File: src/rtl/mul_rs_pkg.sv
// Shared types for the multiply reservation station: per-source operand state and the entry layout.
// Also provides the CDB snoop helper used for resident entries and for dispatch payloads.
package mul_rs_pkg;

  localparam int unsigned TAG_W_DEF = 5;

  typedef struct packed {
    logic                 rdy;
    logic [31:0]          val;
    logic [TAG_W_DEF-1:0] tag;
  } src_t;

  typedef struct packed {
    logic                 valid;
    logic                 mulh;
    logic [TAG_W_DEF-1:0] tag;
    src_t                 src1;
    src_t                 src2;
  } rs_entry_t;

  // A waiting source captures the broadcast value; an already-ready source keeps its own value.
  function automatic src_t snoop(input src_t s, input logic cdb_valid,
                                 input logic [TAG_W_DEF-1:0] cdb_tag,
                                 input logic [31:0] cdb_value);
    src_t r;
    r = s;
    if (cdb_valid && !s.rdy && (s.tag == cdb_tag)) begin
      r.rdy = 1'b1;
      r.val = cdb_value;
    end
    return r;
  endfunction

endpackage

File: src/rtl/mul_rs_pick.sv
// Lowest-index priority picker: one-hot grant of the lowest set request bit, plus an any flag.
module mul_rs_pick #(
  parameter int unsigned N = 4
) (
  input  logic [N-1:0] i_req,
  output logic [N-1:0] o_grant,
  output logic         o_any
);

  logic w_found;

  always_comb begin
    o_grant = '0;
    w_found = 1'b0;
    for (int i = 0; i < N; i++) begin
      if (i_req[i] && !w_found) begin
        o_grant[i] = 1'b1;
        w_found    = 1'b1;
      end
    end
  end

  assign o_any = |i_req;

endmodule

File: src/rtl/mul_rs.sv
// Reservation station for the integer multiplier: dispatch, CDB wakeup, lowest-index issue,
// and tracking of the single op in flight (tag, mulh, squash) until its result is taken.
module mul_rs
  import mul_rs_pkg::*;
#(
  parameter int unsigned DEPTH = 4,
  parameter int unsigned TAG_W = TAG_W_DEF
) (
  input  logic             clk,
  input  logic             reset,
  input  logic             flush,
  input  logic             dispatch_valid,
  output logic             dispatch_ready,
  input  logic [TAG_W-1:0] dispatch_tag,
  input  logic             dispatch_mulh,
  input  logic             dispatch_src1_rdy,
  input  logic [31:0]      dispatch_src1_val,
  input  logic [TAG_W-1:0] dispatch_src1_tag,
  input  logic             dispatch_src2_rdy,
  input  logic [31:0]      dispatch_src2_val,
  input  logic [TAG_W-1:0] dispatch_src2_tag,
  input  logic             cdb_valid,
  input  logic [TAG_W-1:0] cdb_tag,
  input  logic [31:0]      cdb_value,
  output logic             issue_valid,
  input  logic             mul_ready,
  output logic [31:0]      issue_multiplier,
  output logic [31:0]      issue_multiplicand,
  input  logic             mul_retire,
  output logic             inflight_valid,
  output logic             inflight_kill,
  output logic [TAG_W-1:0] inflight_tag,
  output logic             inflight_mulh
);

  // Entry layout is fixed by the package, so the tag width must agree with it.
  if (TAG_W != TAG_W_DEF) begin : g_tag_w_check
    $error("mul_rs: TAG_W must equal mul_rs_pkg::TAG_W_DEF");
  end

  rs_entry_t        r_entries [DEPTH];
  rs_entry_t        w_entries_nxt [DEPTH];
  rs_entry_t        w_new;
  logic             r_busy;
  logic             r_inflight_valid;
  logic             r_inflight_kill;
  logic [TAG_W-1:0] r_inflight_tag;
  logic             r_inflight_mulh;

  logic [DEPTH-1:0] w_free;
  logic [DEPTH-1:0] w_ready;
  logic [DEPTH-1:0] w_alloc_oh;
  logic [DEPTH-1:0] w_sel_oh;
  logic             w_any_free;
  logic             w_any_ready;
  logic             w_disp_fire;
  logic             w_issue_fire;
  logic [TAG_W-1:0] w_iss_tag;
  logic             w_iss_mulh;

  always_comb begin
    for (int i = 0; i < DEPTH; i++) begin
      w_free[i]  = !r_entries[i].valid;
      w_ready[i] = r_entries[i].valid && r_entries[i].src1.rdy && r_entries[i].src2.rdy;
    end
  end

  mul_rs_pick #(.N(DEPTH)) u_pick_free (
    .i_req   (w_free),
    .o_grant (w_alloc_oh),
    .o_any   (w_any_free)
  );

  mul_rs_pick #(.N(DEPTH)) u_pick_issue (
    .i_req   (w_ready),
    .o_grant (w_sel_oh),
    .o_any   (w_any_ready)
  );

  assign dispatch_ready = w_any_free;
  assign issue_valid    = w_any_ready && !r_busy;
  assign w_disp_fire    = dispatch_valid && dispatch_ready;
  assign w_issue_fire   = issue_valid && mul_ready;

  always_comb begin
    issue_multiplier   = '0;
    issue_multiplicand = '0;
    w_iss_tag          = '0;
    w_iss_mulh         = 1'b0;
    for (int i = 0; i < DEPTH; i++) begin
      if (w_sel_oh[i]) begin
        issue_multiplier   = issue_multiplier | r_entries[i].src1.val;
        issue_multiplicand = issue_multiplicand | r_entries[i].src2.val;
        w_iss_tag          = w_iss_tag | r_entries[i].tag;
        w_iss_mulh         = w_iss_mulh | r_entries[i].mulh;
      end
    end
  end

  // Dispatch payload merges a same-cycle CDB broadcast so it is never missed.
  always_comb begin
    w_new       = '0;
    w_new.valid = 1'b1;
    w_new.mulh  = dispatch_mulh;
    w_new.tag   = dispatch_tag;
    w_new.src1  = snoop('{rdy: dispatch_src1_rdy, val: dispatch_src1_val, tag: dispatch_src1_tag},
                        cdb_valid, cdb_tag, cdb_value);
    w_new.src2  = snoop('{rdy: dispatch_src2_rdy, val: dispatch_src2_val, tag: dispatch_src2_tag},
                        cdb_valid, cdb_tag, cdb_value);
  end

  always_comb begin
    for (int i = 0; i < DEPTH; i++) begin
      w_entries_nxt[i] = r_entries[i];
      if (r_entries[i].valid) begin
        w_entries_nxt[i].src1 = snoop(r_entries[i].src1, cdb_valid, cdb_tag, cdb_value);
        w_entries_nxt[i].src2 = snoop(r_entries[i].src2, cdb_valid, cdb_tag, cdb_value);
      end
      if (w_issue_fire && w_sel_oh[i]) begin
        w_entries_nxt[i].valid = 1'b0;
      end
      if (w_disp_fire && w_alloc_oh[i]) begin
        w_entries_nxt[i] = w_new;
      end
      if (flush) begin
        w_entries_nxt[i].valid = 1'b0;
      end
    end
  end

  always_ff @(posedge clk or negedge reset) begin
    if (!reset) begin
      for (int i = 0; i < DEPTH; i++) begin
        r_entries[i] <= '0;
      end
    end else begin
      for (int i = 0; i < DEPTH; i++) begin
        r_entries[i] <= w_entries_nxt[i];
      end
    end
  end

  // The multiplier cannot be aborted: a squashed op keeps busy set until its result is taken.
  always_ff @(posedge clk or negedge reset) begin
    if (!reset) begin
      r_busy           <= 1'b0;
      r_inflight_valid <= 1'b0;
      r_inflight_kill  <= 1'b0;
      r_inflight_tag   <= '0;
      r_inflight_mulh  <= 1'b0;
    end else if (mul_retire) begin
      r_busy           <= 1'b0;
      r_inflight_valid <= 1'b0;
      r_inflight_kill  <= 1'b0;
    end else if (w_issue_fire) begin
      r_busy           <= 1'b1;
      r_inflight_valid <= !flush;
      r_inflight_kill  <= flush;
      r_inflight_tag   <= w_iss_tag;
      r_inflight_mulh  <= w_iss_mulh;
    end else if (flush && r_busy) begin
      r_inflight_valid <= 1'b0;
      r_inflight_kill  <= 1'b1;
    end
  end

  assign inflight_valid = r_inflight_valid;
  assign inflight_kill  = r_inflight_kill;
  assign inflight_tag   = r_inflight_tag;
  assign inflight_mulh  = r_inflight_mulh;

endmodule

File: config.mk
export PLATFORM = sky130hd
export DESIGN_NAME = mul_rs
export DESIGN_NICKNAME = d
export VERILOG_FILES = /design/src/rtl/mul_rs_pkg.sv /design/src/rtl/mul_rs_pick.sv /design/src/rtl/mul_rs.sv
export SDC_FILE = /design/constraint.sdc
export NUM_CORES = 1
export LEC_CHECK = 0
export CAP_MARGIN = 20
export CORE_ASPECT_RATIO = 1.5
export CORE_MARGIN = 2
export CORE_UTILIZATION = 60
export DETAILED_ROUTE_END_ITERATION = 6
export DONT_BUFFER_PORTS = 1
export HOLD_SLACK_MARGIN = 0.03
export PLACE_DENSITY_LB_ADDON = 0.3
export SLEW_MARGIN = 15
export SYNTH_ARGS = -nofsm -noshare
export SYNTH_HDL_FRONTEND = slang
export SYNTH_SLANG_ARGS = --single-unit
File: constraint.sdc
create_clock -name clk -period 2.4 [get_ports clk]
set_input_delay 0.48 -clock clk [delete_from_list [all_inputs] [get_ports clk]]
set_output_delay 0.48 -clock clk [all_outputs]
set_load 0.03 [all_outputs]
## Word-level counts from Yosys, hierarchy flattened

Cells that the tools add are included.

| cells by class | value |
|---|---|
| reductions and logical operators | 96 |
| equality and inequality tests | 10 |
| bitwise gates (word level) | 13 |
| mux-type cells | 62 |

Operators with widths:

| cell | count |
|---|---|
| 83-bit 2-to-1 mux | 4 |
| 33-bit 2-to-1 mux | 10 |
| 76-bit 2-to-1 mux | 4 |
| 32-bit 2-to-1 mux | 8 |
| 32-bit bitwise OR | 6 |
| 5-bit equality test | 10 |
| 1-bit logical AND | 46 |
| 1-bit 2-to-1 mux | 32 |
| 2-bit nonzero test | 13 |
| 1-bit zero test | 21 |
| 5-bit 2-to-1 mux | 4 |
| 2-bit AND reduction | 9 |
| 5-bit bitwise OR | 3 |
| 3-bit nonzero test | 5 |
| 4-bit OR reduction | 2 |
| 1-bit bitwise OR | 3 |
| 1-bit NOT | 1 |

| word-level totals | value |
|---|---|
| output and inout bits | 74 |
| bits of input ports | 126 |
| bits in registers | 341 |
| logic and storage cells | 222 |

## Logic depth before layout (Yosys ltp)

| logic depth | value |
|---|---|
| depth after elaboration | 16 |
| mapped depth | 9 |
| mapped depth without buffers | 5 |

## Modules after synthesis

A second synthesis with hierarchy kept.

| unflattened totals | value |
|---|---|
| cells, all modules | 1671 |
| area, all modules | 17035.1 um2 |

By module, submodules not included:

| module | instances | seq. area each (um2) | cells each | area each (um2) |
|---|---|---|---|---|
| mul_rs | 1 | 8533.2 | 1661 | 16960.0 |
| mul_rs_pick | 2 | 0.0 | 5 | 37.5 |

## Worst setup path after synthesis

Ideal clock, no wire load.

| timing path | value |
|---|---|
| kind | register to output |
| start | register r_entries[203] (netlist name) |
| end | output port issue_multiplicand[10] |
| slack | -0.219 ns |
| data arrival time | 2.139 ns |
| cell stages (with the launch flop) | 8 |
| buffers on the path | 3 |
| data required time | 1.920 ns |
| cells stage by stage | dfrtp_1 and3_1 buf_2 nor2_1 buf_2 buf_2 a22oi_1 o21ai_0 |

| on the way | value |
|---|---|
| cells in the longest elaborated chain, start to end | 10 |
| elaborated cells on any way between the ends | 16 |
| those cells by class | mux (8); bitwise (2); reduce/logical (6) |

RTL lines:

| item | line | RTL |
|---|---|---|
| from (decl) | mul_rs.sv:41 | `rs_entry_t r_entries [DEPTH];` |
| from (signal, indexed assignment) | mul_rs.sv:138 | `r_entries[i] <= w_entries_nxt[i];` |
| 1-bit logical AND (*) | mul_rs.sv:64 | `w_ready[i] = r_entries[i].valid && r_entries[i].src1.rdy && r_entries[i].src2.rdy;` |
| 1-bit logical AND (*) | mul_rs_pick.sv:16 | `if (i_req[i] && !w_found) begin` |
| 1-bit 2-to-1 mux | mul_rs_pick.sv:16 |  |
| 1-bit zero test | mul_rs_pick.sv:16 |  |
| 1-bit logical AND | mul_rs_pick.sv:16 |  |
| 1-bit 2-to-1 mux | mul_rs_pick.sv:16 |  |
| 1-bit zero test | mul_rs_pick.sv:16 |  |
| 1-bit logical AND | mul_rs_pick.sv:16 |  |
| 1-bit 2-to-1 mux | mul_rs_pick.sv:16 |  |
| 32-bit 2-to-1 mux (*) | mul_rs.sv:91 | `if (w_sel_oh[i]) begin` |
| to (decl) | mul_rs.sv:28 | `output logic [31:0] issue_multiplicand,` |

Every way passes the cells marked *; elsewhere a longest branch is shown, timed or not.

## Final worst setup path

| timing path | value |
|---|---|
| start | register r_entries[75] (netlist name) |
| end | output port issue_multiplicand[16] |

| on the way | value |
|---|---|
| cells in the longest elaborated chain, start to end | 5 |

RTL lines:

| item | line |
|---|---|
| 1-bit logical AND (2 in a row) | mul_rs.sv:64 |
| 1-bit logical AND | mul_rs_pick.sv:16 |
| 1-bit 2-to-1 mux | mul_rs_pick.sv:16 |
| 32-bit 2-to-1 mux | mul_rs.sv:91 |

No other way between the ends.

==> flow_summary.yaml <==
clock_network:
  clkTransAtPathRegs_ns: 0.07
  htree_levels: 2
  clock_sinks: 341
  clk_latency_ns: 0.53
  cts.path.max_buffers: 3
  cts-root-buf: "clkbuf_16"
  hold_buffers: 2
  cts_tree: "done"
  numCtsBuffers: 35
route:
  initialDrtViolationCount: 1987
  postRouteAntennaNets: 0
  wl_per_cell_um: 28.3
  drc: 0
  dr.pass1.iters: 7
  drt_wl_total_um: 58400
  vias_per_cell: 7.47
  vias: 15426
critical_path:
  cp.arrival_ns: 2.14
  critPathMaxFanout: 5
  required_ns: 1.92
  worstSetupStartpointType: "flop"
  path_class: "flop to primary output"
  end_kind: "primary output"
global_route:
  antenna_found_initial: 0
  grt_max_degree: 342
  grt_pass1_vias: 15632
  grt_usage: 0.380
  grt_pass1_wl_um: 87500
  overflow: 0
timing:
  timing.hold.ws_ns: -0.339
  fin_crit_sh: 1.09
  clock_skew_ns: 0.0152
  grt_setup_unrepaired: "true"
  fmax_ghz: 0.381
  fin_crit_ns: 2.62
  tightest_slew_ns: 1.16
  slew_violations: 0
  setup_viol: 64
  setup_ws_ns: -0.225
  hold_viol: 341
  relSlewSlack: 0.226
  setup-tns-final_ns: -9.73
final_layout:
  antenna_cells: 0
  layout.nets: 1819
  syn_to_final_growth_pct: 18.8
  multiInputGateArea_mm2: 0.00789
  final-seq-area_mm2: 0.00854
  drive_gt1_frac: 0.240
  mostFrequentLayoutCells: "dfrtp_1 (338), nand2_1 (207), buf_4 (109), a21oi_1 (99)"
  post-route-util: 0.720
  final_common_cell: "dfrtp_1"
  stdcell_area_mm2: 0.0200
  fillerInstances: 1918
placement:
  dp_hpwl_um: 33800
  routabilityCongestion: 0.926
  dpl_cell_area_mm2: 0.0178
  io_buffer_count: 0
floorplan:
  die_height_um: 209
  die_x_um: 141
  core_area_mm2: 0.0278
  die_area_mm2: 0.0294
  io_pins: 200
  num_rows: 75
  initial_core_util: 0.606
yosys:
  synth-async-reset-ratio: 1.00
  synthCells: 1649
  netlist_area_mm2: 0.0168
  syn-num-nets: 1775
  avgSynthCellArea_um2: 10.2
  synth-edff-count: 0
  synth_ff_type: "dfrtp_1"
  synth_warnings: 0
  synth.distinct_cells: 57
  ys_ff_latch: 341
  seq_area_frac_synth: 0.507
job:
  max-cap-violations: 0
power:
  power.leakage_nw: 8.35
  cellPowerDensity_mw_per_mm2: 775
  vdd_drop_max_mv: 0.561
outcome:
  status: "complete, but fails checks"
  failed_checks: "hold timing, setup timing"
hold_path:
  hold_path.class: "primary input to asynchronous set/reset pin"
-- worst paths after layout --
kind	startpoint	end	slack (ns)	cells past startpoint
min in group clk	dispatch_src2_tag[2]	r_entries[251]$_DFFE_PN0N_	0.06	2
min reg2reg	r_entries[76]$_DFFE_PN0N_	r_entries[76]$_DFFE_PN0N_	0.48	2
min	reset	r_entries[197]$_DFFE_PN0P_	-0.34	0
max reg2reg	r_entries[165]$_DFFE_PN0P_	r_entries[140]$_DFFE_PN0P_	0.17	6
max in group asynchronous	reset	r_entries[164]$_DFFE_PN0P_	1.93	0
max	r_entries[75]$_DFFE_PN0P_	issue_multiplicand[16]	-0.22	7
-- cells by family (layout without fill, tap and decap cells) --
family | Yosys count | count (layout) | synth area share
buf+inv | 193 | 262 | 0.0557
xor+xnor | 50 | 50 | 0.0260
mux | 6 | 6 | 0.00401
flops | 341 | 341 | 0.507
compound gates | 596 | 596 | 0.274
simple gates | 463 | 463 | 0.134
-- state kept, by name, indices dropped and copies added, names as in the netlist --
| register | flops |
|---|---|
| inflight_tag | 5 |
| r_busy | 1 |
| inflight_kill | 1 |
| inflight_mulh | 1 |
| inflight_valid | 1 |
| r_entries | 332 |
-- per-layer routing --
metal,GRT usage,routed length (um),share of wire,vias to the layer above
met3,0.0839,6110,0.10,273
li1,-,-,-,6337
met2,0.609,28200,0.48,1126
met5,0,0,0,-
met4,0.214,3660,0.063,0
met1,0.479,20500,0.35,7690
-- metrics by stage --
stage	power, mW	worst slack (ns)	cells
2_1_floorplan	9.18	0.00716	1649
3_3_place_gp	9.66	0.0117	1958
3_5_place_dp	9.83	-0.0670	1959
4_1_cts	15.3	-0.177	2050
5_1_grt	16.0	-0.257	2064
6_report	15.5	-0.225	2064
-- where the power goes --
| part | internal, mW | leakage [nW] | switching [mW] | total, mW |
|---|---|---|---|---|
| Clock | 3.10 | 0.563 | 2.33 | 5.42 |
| Sequential | 6.84 | 4.18 | 0.807 | 7.65 |
| Combinational | 1.26 | 3.61 | 1.15 | 2.42 |
| Total | 11.2 | 8.35 | 4.29 | 15.5 |
-- cell type report --
type,instances,share of cell area
repair buffers,167,0.0941
clock inverters,10,0.00263
inverters,33,0.00620
well taps,346,0.0217
multi-input cells,1115,0.395
clock buffers,52,0.0536
flip-flops and latches,341,0.427
-- Yosys cell counts (3+ instances only) --
cell type	instances	share of area
mux2_2	6	0.0040
o21ai_0	81	0.024
buf_6	10	0.0067
xnor2_1	43	0.022
a221oi_1	6	0.0031
or2b_1	9	0.0040
o21ai_1	7	0.0021
clkbuf_1	65	0.014
nor2b_1	3	0.0011
nand4_1	15	0.0056
buf_4	16	0.0071
or3_1	96	0.036
buf_1	7	0.0016
o221a_2	74	0.050
nand2b_1	24	0.0089
a21oi_1	102	0.030
o22ai_1	33	0.012
nand3_1	6	0.0018
dfrtp_1	341	0.51
nor2_1	77	0.017
nand2_1	207	0.046
a22oi_1	129	0.058
buf_2	61	0.018
o221a_1	54	0.036
o32ai_1	96	0.050
xor2_1	7	0.0036
inv_1	33	0.0074
nor4_1	5	0.0019
-- worst max-delay path, stage by stage, from the launching register on --
cell	delay, ns
dfrtp_1	0.38
nand3_2	0.11
and4b_4	0.43
buf_12	0.17
clkbuf_16	0.17
a22oi_2	0.05
o21ai_1	0.12
buf_4	0.19
-- what timing repair did --
action / 4_1_cts / 5_1_grt
endpoints found under the hold margin: 346 / 341
endpoints found under the setup margin: 64 / 64
pin swaps: 11 / 23
cloned: 4 / 6
resized for setup: 67 / 51
buffers inserted: 23 / 5
(Power assumes the default switching activity.)
==> RTL edit 1 (config.mk and constraints unchanged) <==
Change the package constant `TAG_W_DEF` from 5 to 6.
--- a/src/rtl/mul_rs_pkg.sv
+++ b/src/rtl/mul_rs_pkg.sv
@@ -2,7 +2,7 @@
 // Also provides the CDB snoop helper used for resident entries and for dispatch payloads.
 package mul_rs_pkg;
 
-  localparam int unsigned TAG_W_DEF = 5;
+  localparam int unsigned TAG_W_DEF = 6;
 
   typedef struct packed {
     logic                 rdy;
Ports: changed (5 resized); port bits go from 200 to 205. No check against the original RTL was run, so the function may have changed too.
==> RTL edit 1 against the original RTL <==
Count of clock-buffer cells in the layout increased by 1; first-iteration DRC count decreased by 14%; largest power group unchanged; wire length increased by 12%; the flow still finishes with violations (hold timing, setup timing); synthesized area increased by 8.0%; worst setup slack got worse by 0.035 ns; design area increased by 11%; clock power increased by 3%; power increased by 8.2%; sequential cell count increased by 13; hold slack got worse by 0.018 ns.
==> RTL edit 1: results (changes against the original RTL) <==
Detailed routing
  • Vias after detailed routing: 16500 (was 15430)
  • DR iter-0 viols: 1717 (was 1987)
  • Total iterations of the first detailed-routing run: 6 (was 7)
  • WL final: 65180 um (was 58420 um)
  • Routed WL per cell: 28.28 um (was 28.31 um)

Timing
  • Hold slack: -0.3576 ns (was -0.3392 ns)
  • Fin. Hold Viols: 354 (was 341)
  • Setup violations, final: 65 (was 64)
  • Setup WS post-layout: -0.2597 ns (was -0.2246 ns)
  • Clk_skew: 0.02068 ns (was 0.01519 ns)
  • Worst-Margin Slew: 0.9039 ns (was 1.157 ns)

Critical path
  • Reg2reg end: inflight_tag[0] (was r_entries[140])
  • CP Max Fanout: 8 (was 5)
  • CP max stage delay: 0.45 ns (was 0.43 ns)
  • Critical Path Sink: issue_multiplicand[24] (was issue_multiplicand[16])
  • R2R depth: 10 (was 6)
  • Crit path launch: r_entries[77] (was r_entries[75])
  • Flop2flop setup slack: 0.07 ns (was 0.17 ns)
  • Worst EP arrival: 2.18 ns (was 2.14 ns)

Yosys
  • Mux cell area share after synthesis: 0.4336% (was 0.4015%)
  • Synth top cells by count: dfrtp_1, nand2_1, o221a_2 (was dfrtp_1, nand2_1, a22oi_1)
  • Post-synth cell types: 50 (was 57)
  • Compound-Gate Fraction of Synth Area: 26.60% (was 27.36%)
  • Synth Area in XOR/XNOR: 2.939% (was 2.602%)
  • Register area share after synthesis: 48.73% (was 50.71%)
  • Main area contributors after synthesis: dfrtp_1, o221a_2, nand2_1 (was dfrtp_1, a22oi_1, o32ai_1)

Placement
  • Gpl congestion: 0.9175 (was 0.9255)
  • HPWL after DPL: 36260 um (was 33810 um)

Run status
  • Outcome: complete, but fails checks (unchanged)
  • Failing checks: hold timing, setup timing (unchanged)

Global route
  • First-pass GRT wire length: 99050 um (was 87460 um)
  • GR Util All Layers: 40.19% (was 37.99%)

Power
  • Worst vdd ir: 0.7651 mV (was 0.5612 mV)
  • LEAKAGE: 9.264 nW (was 8.355 nW)

Clock tree
  • CTS hold repair buffers: 2 (unchanged)
  • Number of buffers created by CTS: 36 (was 35)

Layout
  • Largest Register: r_entries (unchanged)
  • Layout Nets: 2013 (was 1819)
  • Ratio of cells with drive above 1 in the final layout: 31.29% (was 23.98%)
  • Max reg flops: 344 (was 332)

Die
  • Site row count: 78 (was 75)
  • Die area: 31730 um2 (was 29430 um2)
-- RTL edit 1: cells by family after synthesis --
group	count (synthesis)
AND/OR/NAND/NOR	642
AO/OA/AOI/OAI	592
flip-flops	354
buffers and inverters	211
XOR/XNOR	61
multiplexers	7
-- RTL edit 1: what timing repair did --
| action | in CTS | in global routing |
|---|---|---|
| cloned | 11 | 5 |
| gates resized for setup | 153 | 45 |
| setup buffers | 30 | 9 |
| endpoints found under the hold margin | 359 | 354 |
| pin swaps | 31 | 34 |
| endpoints found under the setup margin | 64 | 72 |
-- RTL edit 1: how the worst min path moves through the flow --
stage | start | slack, ns | endpoint | cells after the start
floorplan | reset | 0.18 | inflight_kill | 0
global placement | reset | 0.20 | r_entries[317] | 0
detailed placement | reset | 0.20 | r_entries[314] | 0
CTS | reset | -0.35 | r_entries[225] | 0
global route | reset | -0.36 | r_entries[314] | 0
finish | reset | -0.36 | r_entries[61] | 0
-- RTL edit 1: area by class of cell --
type,count,area (um2)
inverters,3,11.26
flip-flops and latches,354,8861
clock inverters,7,65.06
repair buffers,186,2355
well taps,400,500.5
clock buffers,53,1066
fillers,2046,7895
multi-input cells,1302,9305
-- RTL edit 1: routing by layer --
metal | GRT usage (%) | vias to the layer above | share of wire, % | wire (um)
met4 | 32.69 | 0 | 9.2 | 5967
met1 | 45.77 | 8140 | 33 | 21570
li1 | - | 6872 | - | -
met2 | 63.51 | 1172 | 46 | 30240
met3 | 11.05 | 319 | 11 | 7396
met5 | 0 | - | 0 | 0
-- RTL edit 1: worst max-delay path: cells and delay by family, from the launching register on --
family	cells	cell delay, ns
simple gates	2	0.56
buf+inv	3	0.49
flops	1	0.43
compound gates	2	0.16
-- RTL edit 1: per-stage QoR --
stage | util, % | hold WS, ns | instance area [um2] | setup slack (ns) | TNS [ns]
finish | 73.73 | -0.3576 | 22160 | -0.2597 | -12.12
global route | 73.73 | -0.3635 | 22160 | -0.2578 | -13.28
CTS | 72.92 | -0.3534 | 21920 | -0.2289 | -11.11
detailed placement | 64.96 | 0.2010 | 19530 | 0.1852 | 0
global placement | 64.96 | 0.1956 | 19530 | 0.2217 | 0
floorplan | - | 0.1844 | 18420 | -0.03171 | -0.8437
-- RTL edit 1: power breakdown --
part	switching, mW	internal, mW
Sequential	0.844	7.09
Combinational	1.45	1.82
Clock	2.38	3.17
==> RTL edit 2 (config.mk and constraints unchanged) <==
Without the edit above. Make the reset (`reset`) synchronous in 2 clocked blocks.
--- a/src/rtl/mul_rs.sv
+++ b/src/rtl/mul_rs.sv
@@ -128,7 +128,7 @@
     end
   end
 
-  always_ff @(posedge clk or negedge reset) begin
+  always_ff @(posedge clk) begin
     if (!reset) begin
       for (int i = 0; i < DEPTH; i++) begin
         r_entries[i] <= '0;
@@ -141,7 +141,7 @@
   end
 
   // The multiplier cannot be aborted: a squashed op keeps busy set until its result is taken.
-  always_ff @(posedge clk or negedge reset) begin
+  always_ff @(posedge clk) begin
     if (!reset) begin
       r_busy           <= 1'b0;
       r_inflight_valid <= 1'b0;
Formal check against the unedited RTL: differs if reset is asserted again (counterexample within 4 cycles, from zero or initial values and one cycle with reset low); with reset held inactive, the same outputs for 4 cycles.
==> RTL edit 2 against the original RTL <==
The flow finishes with violations (setup timing); wire length grew 20%; synthesized cell count is 45% higher; first-iteration DRC count grew 39%; design area grew 13%; register-to-register slack got worse by 0.02 ns; worst setup slack got worse by 0.054 ns; sequential cell count unchanged; largest cell class is now multi-input combinational cells; synthesized area rose by 11%; core utilization increased by 1.2 points; critical path depth decreased by 3.
Power is not compared: it rests on default switching activity, and its combinational part moved more than twofold at a synthesized area within 25%.
==> RTL edit 2: results (changes against the original RTL) <==
Yosys
  • Register area share after synthesis: 36.49% (was 50.71%)
  • Mapped Nets: 2513 (was 1775)
  • Main area contributors after synthesis: dfxtp_1, nand2_1, mux2i_1 (was dfrtp_1, a22oi_1, o32ai_1)
  • Post-synth ARST share: 0% (was 100.0%)
  • Post-synth cell types: 47 (was 57)
  • Synth top cells by count: nand2_1, dfxtp_1, nand3_1 (was dfrtp_1, nand2_1, a22oi_1)
  • Mean post-synth cell area: 7.836 um2 (was 10.20 um2)
  • Yosys warning total: 0 (unchanged)

Detailed routing
  • Highest metal used: met5 (was met4)
  • WL final: 70070 um (was 58420 um)
  • Vias after detailed routing: 19730 (was 15430)
  • DR iter-0 viols: 2753 (was 1987)
  • Total iterations of the first detailed-routing run: 6 (was 7)
  • Met3 WL post-DR: 8532 um (was 6105 um)
  • Met2 wire length: 32590 um (was 28180 um)

Timing
  • Setup WS post-layout: -0.2786 ns (was -0.2246 ns)
  • Hold slack: 0.06795 ns (was -0.3392 ns)
  • Clk_skew: 0.01455 ns (was 0.01519 ns)
  • Setup violations, final: 65 (was 64)
  • Post-Route Setup TNS: -11.51 ns (was -9.734 ns)
  • Max_slew headroom: 43.97% (was 22.55%)

Global route
  • Initial antenna violation count: 1 (was 0)
  • Maximum number of pins on one net before global-route repair: 91 (was 342)
  • Vias in the first global route: 18600 (was 15630)
  • GR Util All Layers: 38.72% (was 37.99%)
  • Grt met2 use: 63.30% (was 60.87%)
  • GR Util met3: 10.29% (was 8.387%)
  • First-pass GRT wire length: 101200 um (was 87460 um)

Layout
  • Layout Nets: 2408 (was 1819)
  • Ratio of cells with drive above 1 in the final layout: 18.37% (was 23.98%)
  • Final cell count without fillers: 2708 (was 2064)
  • FILL cells: 2194 (was 1918)

Critical path
  • Cell family with most CP delay: compound AO/OA/AOI/OAI gates (was simple AND/OR/NAND/NOR gates)
  • Worst path slowest cell: o21ai_2 (was and4b_4)
  • Flop2flop setup slack: 0.15 ns (was 0.17 ns)
  • CP max stage delay: 0.48 ns (was 0.43 ns)
  • CP Max Fanout: 29 (was 5)

Clock tree
  • CTS Buffer Depth: 3 (unchanged)
  • Number of buffers created by CTS: 34 (was 35)
  • Clk Latency, worst-skew pair: 0.55 ns (was 0.53 ns)
  • H-tree levels: 2 (unchanged)

Worst hold path
  • Path category of the worst min-delay check: in -> reg (was in -> async)

Run status
  • Failing checks: setup timing (was hold timing, setup timing)
  • Outcome: complete, but fails checks (unchanged)

Placement
  • HPWL after DPL: 39410 um (was 33810 um)
  • Post-Place Cells: 2623 (was 1959)
  • Gpl congestion: 0.9207 (was 0.9255)
  • Placed Area: 19580 um2 (was 17760 um2)
RTL edit 2: cell types whose count changed in the layout (fill, tap and decap cells not counted), moves of 54 or more:
cell      delta
and2_1     +123
mux2i_1    +137
o221a_2     -74
o32ai_1     -96
o221a_1     -54
nand2_1    +126
a31oi_1    +165
nand3_1    +251
a211oi_1    +78
dfxtp_1    +332
buf_4       -57
or3_1       -94
dfrtp_1    -338
a22oi_1     -68
RTL edit 2: repair_timing:
action                                  4_1_cts  5_1_grt
endpoints found under the setup margin       65       65
pin swaps                                    21       18
setup buffers                                10        8
resized for setup                           125      148
cloned                                        4        9
RTL edit 2: worst paths after layout:
| kind | cells after the start | start | end |
|---|---|---|---|
| worst max register to register | 7 | r_entries[0][82] | r_entries[0][44] |
| worst max-delay path | 4 | r_entries[0][82] | issue_multiplier[11] |
| worst min-delay path | 2 | dispatch_src1_tag[0] | r_entries[3][38] |
| worst min register to register | 2 | r_entries[0][78] | r_entries[0][78] |
RTL edit 2: worst register-to-register path, delay by kind of cell, from the launching register on:
kind | cells | cell delay [ns]
compound gates | 3 | 0.82
buf+inv | 2 | 0.35
simple gates | 2 | 0.54
flops | 1 | 0.40
RTL edit 2: cell families after synthesis:
| kind of cell | Yosys count | synth area share (%) |
|---|---|---|
| AO/OA/AOI/OAI | 691 | 25.06 |
| XOR/XNOR | 50 | 2.341 |
| buffers and inverters | 280 | 6.502 |
| flip-flops | 341 | 36.49 |
| multiplexers | 140 | 7.512 |
| AND/OR/NAND/NOR | 885 | 22.09 |
RTL edit 2: layout make-up:
cell class              instances  share of cell area, %
multi-input cells            1766                  53.90
flip-flops and latches        341                  30.30
repair buffers                137                  8.614
clock buffers                  50                  4.673
well taps                     405                  2.245
clock inverters                 7                 0.1995
inverters                       2                0.06652
